==> src/rtl/board_ownership.sv <==
// Drop-token board: tracks which player owns each cell, whose turn it is,
// and accepts or refuses one confirmed move per rising confirm edge.
module board_ownership #(
  parameter int ROWS    = 6,
  parameter int COLS    = 7,
  parameter int PLAYERS = 2,
  localparam int OW = $clog2(PLAYERS + 1),
  localparam int PW = (PLAYERS > 2) ? $clog2(PLAYERS) : 1,
  localparam int CW = $clog2(ROWS * COLS + 1),
  localparam int RW = $clog2(ROWS),
  localparam int LW = $clog2(COLS)
) (
  input  logic                                 clock,
  input  logic                                 reset,
  input  logic                                 new_game,
  input  logic [PLAYERS-1:0][COLS-1:0]         player_sel,
  input  logic [PLAYERS-1:0]                   player_confirm,
  output logic [ROWS-1:0][COLS-1:0][OW-1:0]    tokens,
  output logic [PW-1:0]                        current_player,
  output logic                                 move_accepted,
  output logic                                 move_rejected,
  output logic [RW-1:0]                        last_row,
  output logic [LW-1:0]                        last_col,
  output logic [CW-1:0]                        move_count,
  output logic                                 board_full
);

  localparam logic [CW-1:0] CELLS     = CW'(ROWS * COLS);
  localparam logic [PW-1:0] LAST_PLYR = PW'(PLAYERS - 1);

  typedef enum logic {PLAY, FULL} state_t;

  state_t                    state_reg, state_next;
  logic [PLAYERS-1:0]        confirm_reg;
  logic [PLAYERS-1:0]        confirm_event;
  logic [PW-1:0]             current_player_reg;
  logic [CW-1:0]             move_count_reg;
  logic [RW-1:0]             last_row_reg;
  logic [LW-1:0]             last_col_reg;
  logic                      accepted_reg;
  logic                      rejected_reg;

  logic                      act;
  logic [COLS-1:0]           sel;
  logic [COLS-1:0]           col_open;
  logic [COLS-1:0][RW-1:0]   drop_row;
  logic [LW-1:0]             sel_col;
  logic                      move_ok;
  logic                      commit;
  logic                      refuse;
  logic [PW-1:0]             player_next;

  assign confirm_event = player_confirm & ~confirm_reg;
  assign act           = confirm_event[current_player_reg];
  assign sel           = player_sel[current_player_reg];
  assign board_full    = (move_count_reg == CELLS);

  // Tokens stack from the bottom, so a column has room iff its top cell is empty.
  genvar gi, gj;
  generate
    for (gj = 0; gj < COLS; gj++) begin : g_col
      logic [RW-1:0] drop_row_c;

      assign col_open[gj] = (tokens[0][gj] == '0);

      always_comb begin
        drop_row_c = '0;
        for (int r = 0; r < ROWS; r++) begin
          if (tokens[r][gj] == '0) begin
            drop_row_c = RW'(r);
          end
        end
      end

      assign drop_row[gj] = drop_row_c;
    end
  endgenerate

  always_comb begin
    sel_col = '0;
    for (int c = 0; c < COLS; c++) begin
      if (sel[c]) begin
        sel_col = LW'(c);
      end
    end
  end

  assign move_ok     = $onehot(sel) && ((sel & col_open) != '0) && !board_full;
  assign player_next = (current_player_reg == LAST_PLYR) ? '0
                                                         : current_player_reg + PW'(1);

  // Next-state and move decision; new_game overrides any confirm at the same edge.
  always_comb begin
    state_next = state_reg;
    commit     = 1'b0;
    refuse     = 1'b0;
    case (state_reg)
      PLAY: begin
        if (act) begin
          if (move_ok) begin
            commit = 1'b1;
            if (move_count_reg == CELLS - CW'(1)) begin
              state_next = FULL;
            end
          end else begin
            refuse = 1'b1;
          end
        end
      end
      FULL: begin
        if (act) begin
          refuse = 1'b1;
        end
      end
      default: state_next = PLAY;
    endcase
    if (new_game) begin
      state_next = PLAY;
      commit     = 1'b0;
      refuse     = 1'b0;
    end
  end

  always_ff @(posedge clock) begin
    if (reset) begin
      state_reg <= PLAY;
    end else begin
      state_reg <= state_next;
    end
  end

  always_ff @(posedge clock) begin
    if (reset) begin
      confirm_reg        <= '0;
      current_player_reg <= '0;
      move_count_reg     <= '0;
      last_row_reg       <= '0;
      last_col_reg       <= '0;
      accepted_reg       <= 1'b0;
      rejected_reg       <= 1'b0;
    end else begin
      confirm_reg  <= player_confirm;
      accepted_reg <= commit;
      rejected_reg <= refuse;
      if (new_game) begin
        current_player_reg <= '0;
        move_count_reg     <= '0;
        last_row_reg       <= '0;
        last_col_reg       <= '0;
      end else if (commit) begin
        current_player_reg <= player_next;
        move_count_reg     <= move_count_reg + CW'(1);
        last_row_reg       <= drop_row[sel_col];
        last_col_reg       <= sel_col;
      end
    end
  end

  // One register per cell; only the landing cell of a committed move is written.
  generate
    for (gi = 0; gi < ROWS; gi++) begin : g_row
      for (gj = 0; gj < COLS; gj++) begin : g_cell
        logic [OW-1:0] cell_reg;

        always_ff @(posedge clock) begin
          if (reset || new_game) begin
            cell_reg <= '0;
          end else if (commit && sel[gj] && (drop_row[gj] == RW'(gi))) begin
            cell_reg <= OW'(current_player_reg) + OW'(1);
          end
        end

        assign tokens[gi][gj] = cell_reg;
      end
    end
  endgenerate

  assign current_player = current_player_reg;
  assign move_accepted  = accepted_reg;
  assign move_rejected  = rejected_reg;
  assign last_row       = last_row_reg;
  assign last_col       = last_col_reg;
  assign move_count     = move_count_reg;

endmodule

==> config.mk <==
export PLATFORM = sky130hd
export DESIGN_NAME = board_ownership
export DESIGN_NICKNAME = d
export VERILOG_FILES = /design/src/rtl/board_ownership.sv
export SDC_FILE = /design/constraint.sdc
export NUM_CORES = 1
export LEC_CHECK = 0
export ABC_AREA = 1
export CORE_MARGIN = 2
export CORE_UTILIZATION = 50
export CTS_CLUSTER_SIZE = 40
export DETAILED_ROUTE_END_ITERATION = 7
export GPL_TIMING_DRIVEN = 1
export PLACE_DENSITY = 0.8
export SYNTH_ARGS = -nofsm -noshare
export SYNTH_HDL_FRONTEND = slang
export SYNTH_SLANG_ARGS = --single-unit
==> constraint.sdc <==
create_clock -name clock -period 5.7 [get_ports clock]
set_clock_uncertainty 0.15 [all_clocks]
set_input_delay 1.425 -clock clock [delete_from_list [all_inputs] [get_ports clock]]
set_output_delay 1.425 -clock clock [all_outputs]
set_load 0.03 [all_outputs]
; ---- Word-level counts from Yosys, hierarchy flattened
; Index checks and enable logic that the tools add are counted.
[totals]
regBits = 102
latchBits = 0
ram_bits = 0
mem_bits_ro = 0
inputBits = 19
out_inout_bits = 100
word_cells = 267
n_memories = 0
[classes]
add_sub_neg = 9
multipliers = 0
n_div = 0
magnitude_cmp = 2
n_eq_ne = 38
n_shift = 0
mux = 60
bitwise = 4
reduce_logical = 104
[ops]
columns = cell, count
row1 = 3-bit two-way mux, 33
row2 = 2-bit logical NOT, 42
row3 = 1-bit logical AND, 51
row4 = 3-bit by 2-bit == test with 1-bit output (second input constant), 14
row5 = 3-bit == test (second input constant), 14
row6 = 3-bit by 1-bit == test with 1-bit output (second input constant), 8
row7 = 1-bit two-way mux, 22
row8 = 3-bit logical NOT, 7
row9 = 7-bit two-way mux, 2
row10 = 6-bit == test (second input constant), 2
row11 = 3-bit binary-select mux with 3-bit select, 1
row12 = 7-bit AND, 1
row13 = 7-bit nonzero test, 1
row14 = 1-bit by 1-bit adder with 2-bit output, 3
row15 = 6-bit by 1-bit adder with 6-bit output (second input constant), 1
row16 = 3-bit by 4-bit < comparator with 1-bit output (second input constant), 1
row17 = 2-bit by 1-bit adder with 3-bit output, 1
row18 = 2-bit by 2-bit adder with 3-bit output, 1
row19 = 3-bit adder, 1
row20 = 1-bit by 1-bit adder with 2-bit output (second input constant), 1
row21 = 2-bit AND, 1
row22 = 1-bit by 2-bit < comparator with 1-bit output (second input constant), 1
row23 = 2-bit two-way mux, 1
row24 = 2-bit NOT, 1
row25 = other kinds (6), 6

; ---- Depth between registers and ports, before layout
; Gate-level depths: netlist of run 1.
[depth]
word_depth = 14
mapped_depth = 17
depth_no_buf = 16

; ---- Least setup slack after synthesis of run 1
; Ideal clock, no wire load.
[synth_timing]
path_kind = input port to flip-flop
startpoint = in player_sel[10] (netlist bit)
endpoint = reg g_row[0].g_cell[5].cell_reg[1]
setup_time_ns = 0.116
arrival_time_ns = 4.813
required_ns = 5.434
path_slack_ns = 0.622
path_stages = 16
n_path_buf = 1
cell_sequence = nand2_1 -> nand2_1 -> inv_1 -> fa_1 -> fa_1 -> fa_1 -> inv_1 -> fa_1 -> or3_1 -> nor2_1 -> nand4_4 -> nor2_4 -> buf_6 -> nand3_2 -> nand2_1 -> nor2_1
[synth_via]
elab_chain_len = 14
elab_cells_between_ends = 16
classes_between = add/sub: 3 / eq/ne: 1 / mux: 6 / bitwise: 1 / reduce/logical: 5
[synth_lines]
columns = element, line
row1 = from (decl), 16  ; input logic [PLAYERS-1:0][COLS-1:0] player_sel,
row2 = 7-bit two-way mux (implied by the code) (*) (2 in series), 55  ; assign sel = player_sel[current_player_reg];
row3 = 1-bit by 1-bit adder with 2-bit output (implied by the code), 88  ; assign move_ok = $onehot(sel) && ((sel & col_open) != '0) && !board_full;
row4 = 2-bit by 2-bit adder with 3-bit output (implied by the code), 88
row5 = 3-bit adder (implied by the code), 88
row6 = 3-bit by 1-bit == test with 1-bit output, 88
row7 = 1-bit logical AND (*) (2 in series), 88
row8 = 1-bit two-way mux (*), 100  ; if (move_ok) begin
row9 = 1-bit two-way mux (*), 99  ; if (act) begin
row10 = 1-bit two-way mux (*), 97  ; case (state_reg)
row11 = 1-bit two-way mux (*), 117  ; if (new_game) begin
row12 = 1-bit logical AND (*) (2 in series), 168  ; end else if (commit && sel[gj] && (drop_row[gj] == RW'(gi))) begin
row13 = to (signal assigned), 169  ; cell_reg <= OW'(current_player_reg) + OW'(1);
row14 = to (decl), 163  ; logic [OW-1:0] cell_reg;
; Every way passes the cells marked *; elsewhere a longest branch is shown, timed or not. The select of a mux whose other input is x is not followed.
; A chain may end at the register's enable or synchronous reset.

; ---- Final worst setup path of run 1
[layout_timing]
startpoint = in player_sel[3] (netlist bit)
endpoint = reg g_row[0].g_cell[6].cell_reg[0]
[layout_via]
elab_chain_len = 14
elab_cells_between_ends = 16
classes_between = add/sub: 3 / eq/ne: 1 / mux: 6 / bitwise: 1 / reduce/logical: 5
[layout_lines]
columns = element, line
row1 = 7-bit two-way mux (implied by the code) (*) (2 in series), 55
row2 = 1-bit by 1-bit adder with 2-bit output (implied by the code), 88
row3 = 2-bit by 2-bit adder with 3-bit output (implied by the code), 88
row4 = 3-bit adder (implied by the code), 88
row5 = 3-bit by 1-bit == test with 1-bit output, 88
row6 = 1-bit logical AND (*) (2 in series), 88
row7 = 1-bit two-way mux (*), 100
row8 = 1-bit two-way mux (*), 99
row9 = 1-bit two-way mux (*), 97
row10 = 1-bit two-way mux (*), 117
row11 = 1-bit logical AND (*) (2 in series), 168
row12 = to (signal assigned), 169
row13 = to (decl), 163
; Marked as above.

==> results of run 1 <==
==> cells in the mapped netlist, types with 4 or more instances <==
cell and number:
nor2_1 74, dfxtp_1 102, nand4_1 7, clkbuf_1 13, nand2_1 130, inv_1 119
a21oi_1 103, buf_1 4, o21ai_0 13, nor2_4 7, nor3_1 4, buf_6 9
fa_1 4, nor4_1 7, nand3_1 101
==> through the flow <==
stage	std cells	hold WS (ns)	TNS [ns]	area, um2
finish	977	0.318	0	6490
global route	977	0.343	0	6490
CTS	977	0.323	0	6490
detailed placement	961	0.308	-0.00635	6280
global placement	961	0.306	0	6280
floorplan	726	0.312	0	5010
==> power by group <==
part	internal [W]	total [W]	switching (W)
clock network	0.000229	0.000472	0.000243
logic	0.0000496	0.000136	0.0000867
registers	0.000716	0.000718	0.00000284
==> per-layer routing <==
layer  wire length, um  vias up  part of all wire [%]
met3               855       20                   6.3
li1                  -     2552                     -
met1              5730     2343                    42
met5                 0        -                     0
met4               216        0                   1.6
met2              6710      191                    50
==> worst paths after layout <==
| check | end | start |
|---|---|---|
| worst max register to register | g_row[0].g_cell[6].cell_reg[0]$_SDFFE_PP0P_ | current_player$_SDFFE_PP0N_ |
| worst min register to register | g_row[5].g_cell[6].cell_reg[1]$_SDFFE_PP0P_ | g_row[5].g_cell[6].cell_reg[1]$_SDFFE_PP0P_ |
| worst max-delay path | g_row[0].g_cell[6].cell_reg[0]$_SDFFE_PP0P_ | player_sel[3] |
| worst min-delay path | g_row[5].g_cell[6].cell_reg[1]$_SDFFE_PP0P_ | g_row[5].g_cell[6].cell_reg[1]$_SDFFE_PP0P_ |
==> worst register-to-register path, delay by kind of cell (launching register included) <==
| family | cells | cell delay [ns] |
|---|---|---|
| AOI/OAI and AO/OA | 1 | 0.06 |
| and+or+nand+nor | 8 | 1.43 |
| adders and majority gates | 4 | 1.70 |
| buffers and inverters | 4 | 0.75 |
| DFF | 1 | 0.67 |
==> kinds of logic after synthesis <==
kind of cell    Yosys count  synth area share (%)
compound gates          124                  12.8
xor+xnor                  2                 0.350
fa+ha+maj                 7                  2.35
buf+inv                 150                  12.8
flops                   102                  40.8
simple gates            341                  31.0
==> area by class of cell <==
class | instances | area [um2] | share of cell area (%)
clock buffer | 12 | 155 | 2.39
clock inverter | 4 | 55.1 | 0.848
inverter | 121 | 454 | 6.99
multi-input combinational | 474 | 2330 | 35.9
sequential | 102 | 2040 | 31.4
tap | 133 | 166 | 2.56
timing repair buffer | 131 | 1290 | 19.9
==> run metrics, run 1 <==
status=finished clean; ratio of cells with drive above 1 in the final layout=5.92%; most common cell after layout, fill and taps aside=nand2_1; drt pass-1 iters=5; met2 usage=44.2%; Post-DP HPWL=9990 um; post-CTS sizing=0; Num CTS Buffers=9; Clock Tree Buf Depth=2; unrepaired setup endpoints after global routing=false; PnR worst setup slack=0.316 ns; clock tree from TritonCTS=done; commonest register cell after synthesis=dfxtp_1; WL/cell=13.8 um; Yosys Warn Count=0; Synth top area share=40.8%; worst r2r path cells=17; Hold Buf Count CTS=0; crit-path leading delay family=adder cells; Post-synth EDFFs=0; worst-path cell chain=clkdlybuf4s50_1, nand2_1, nand2_1, inv_1, fa_1, fa_1, fa_1, inv_1, fa_1, or3_1, nor2_1, nand4_4, buf_4, nor2_4, nand2_1, nand2_1, a21oi_1; # IOs=119; Std-Cell Rows=36; largest net degree at the start of global routing=45; clock latency on the worst-skew pair=0.36 ns; Slew @ Worst Pin=0.629 ns; area leader, netlist=dfxtp_1; clock-pin slew on the worst setup and hold paths=0.10 ns; Final setup viols=0; initial drt markers=253; Slew headroom=58.0%; core area=9730 um2; fill cell count=881; Worst path slowest cell=fa_1; GRT busiest layer=met2; Tot GR Track Use=24.9%; flop2flop setup slack=0.84 ns; max incr delay on CP=0.56 ns; vias in the first global route=4998; Mapped Avg Cell Area=6.90 um2; n_diodes=0; clock sinks=102; root buf cell=clkbuf_8; via count=5106; Tcrit/Tclk final=94.4%; Finished Core Util=66.8%; ys async rst share=0%; Worst VDD drop=0.000129 V; met3 Use GR=4.32%; max FFs per register=84; post-CTS setup buffers=0; Hold Fails Final Rpt=0; GRT met1 Usage=30.3%; die area=10800 um2; crit path kind=input port to flip-flop; drt via density=5.23; nets@finish=865; fin crit period=5.38 ns; CP arrival=5.46 ns; max_cap viols=0; Levels on crit path=17; worst min path class=flip-flop to flip-flop; # port buffers=118; startpoint types=input port; Cell variety after synth=33; global-route wire length before repair=22600 um; gpl congestion=0.839; syn_nets=752; total design power=0.00133 W; hold path depth=2; initial antenna violation count=0; gr ovfl total=0; Initial Util=51.5%; overall die width=104 um; H-tree depth=3; Seq/Total Area, Yosys=40.8%; CP Max Fanout=13; DIE HEIGHT=104 um; final max-slew violation count=0; dpl ws=-0.00397 ns; register bit total from synthesis=102; P&R area growth vs syn=29.6%; Cells after Synth=726; DRT antenna net count=0; Critical Path RT=5.78 ns; top cells by area, synth=dfxtp_1, a21oi_1, nand3_1; most frequent cells in the layout=nand2_1, inv_1, clkdlybuf4s50_1; Pwr Density=204 nW/um2; Leak=2.46 nW; Total Wirelength=13500 um; drt drc=0; cell area after synthesis=5010 um2; CP endpoint kind=flip-flop; Fmax achieved=0.186 GHz; Worst Path Buf+Inv=4
Note: power is estimated with default switching activity, not from simulation.
==> inputs of run 2 (changes only) <==
--- a/config.mk
+++ b/config.mk
@@ -15,3 +15,4 @@
 export SYNTH_ARGS = -nofsm -noshare
 export SYNTH_HDL_FRONTEND = slang
 export SYNTH_SLANG_ARGS = --single-unit
+export TNS_END_PERCENT = 5
==> results of run 2 <==
No change in the layout: final DEF, timing and power equal those of run 1.
==> inputs of run 3 (changes only) <==
--- a/config.mk
+++ b/config.mk
@@ -10,8 +10,8 @@
 export CORE_UTILIZATION = 50
 export CTS_CLUSTER_SIZE = 40
 export DETAILED_ROUTE_END_ITERATION = 7
-export GPL_TIMING_DRIVEN = 1
 export PLACE_DENSITY = 0.8
+export SLEW_MARGIN = 20
 export SYNTH_ARGS = -nofsm -noshare
 export SYNTH_HDL_FRONTEND = slang
 export SYNTH_SLANG_ARGS = --single-unit
==> results of run 3 <==
No change in the layout: final DEF, timing and power equal those of run 1.
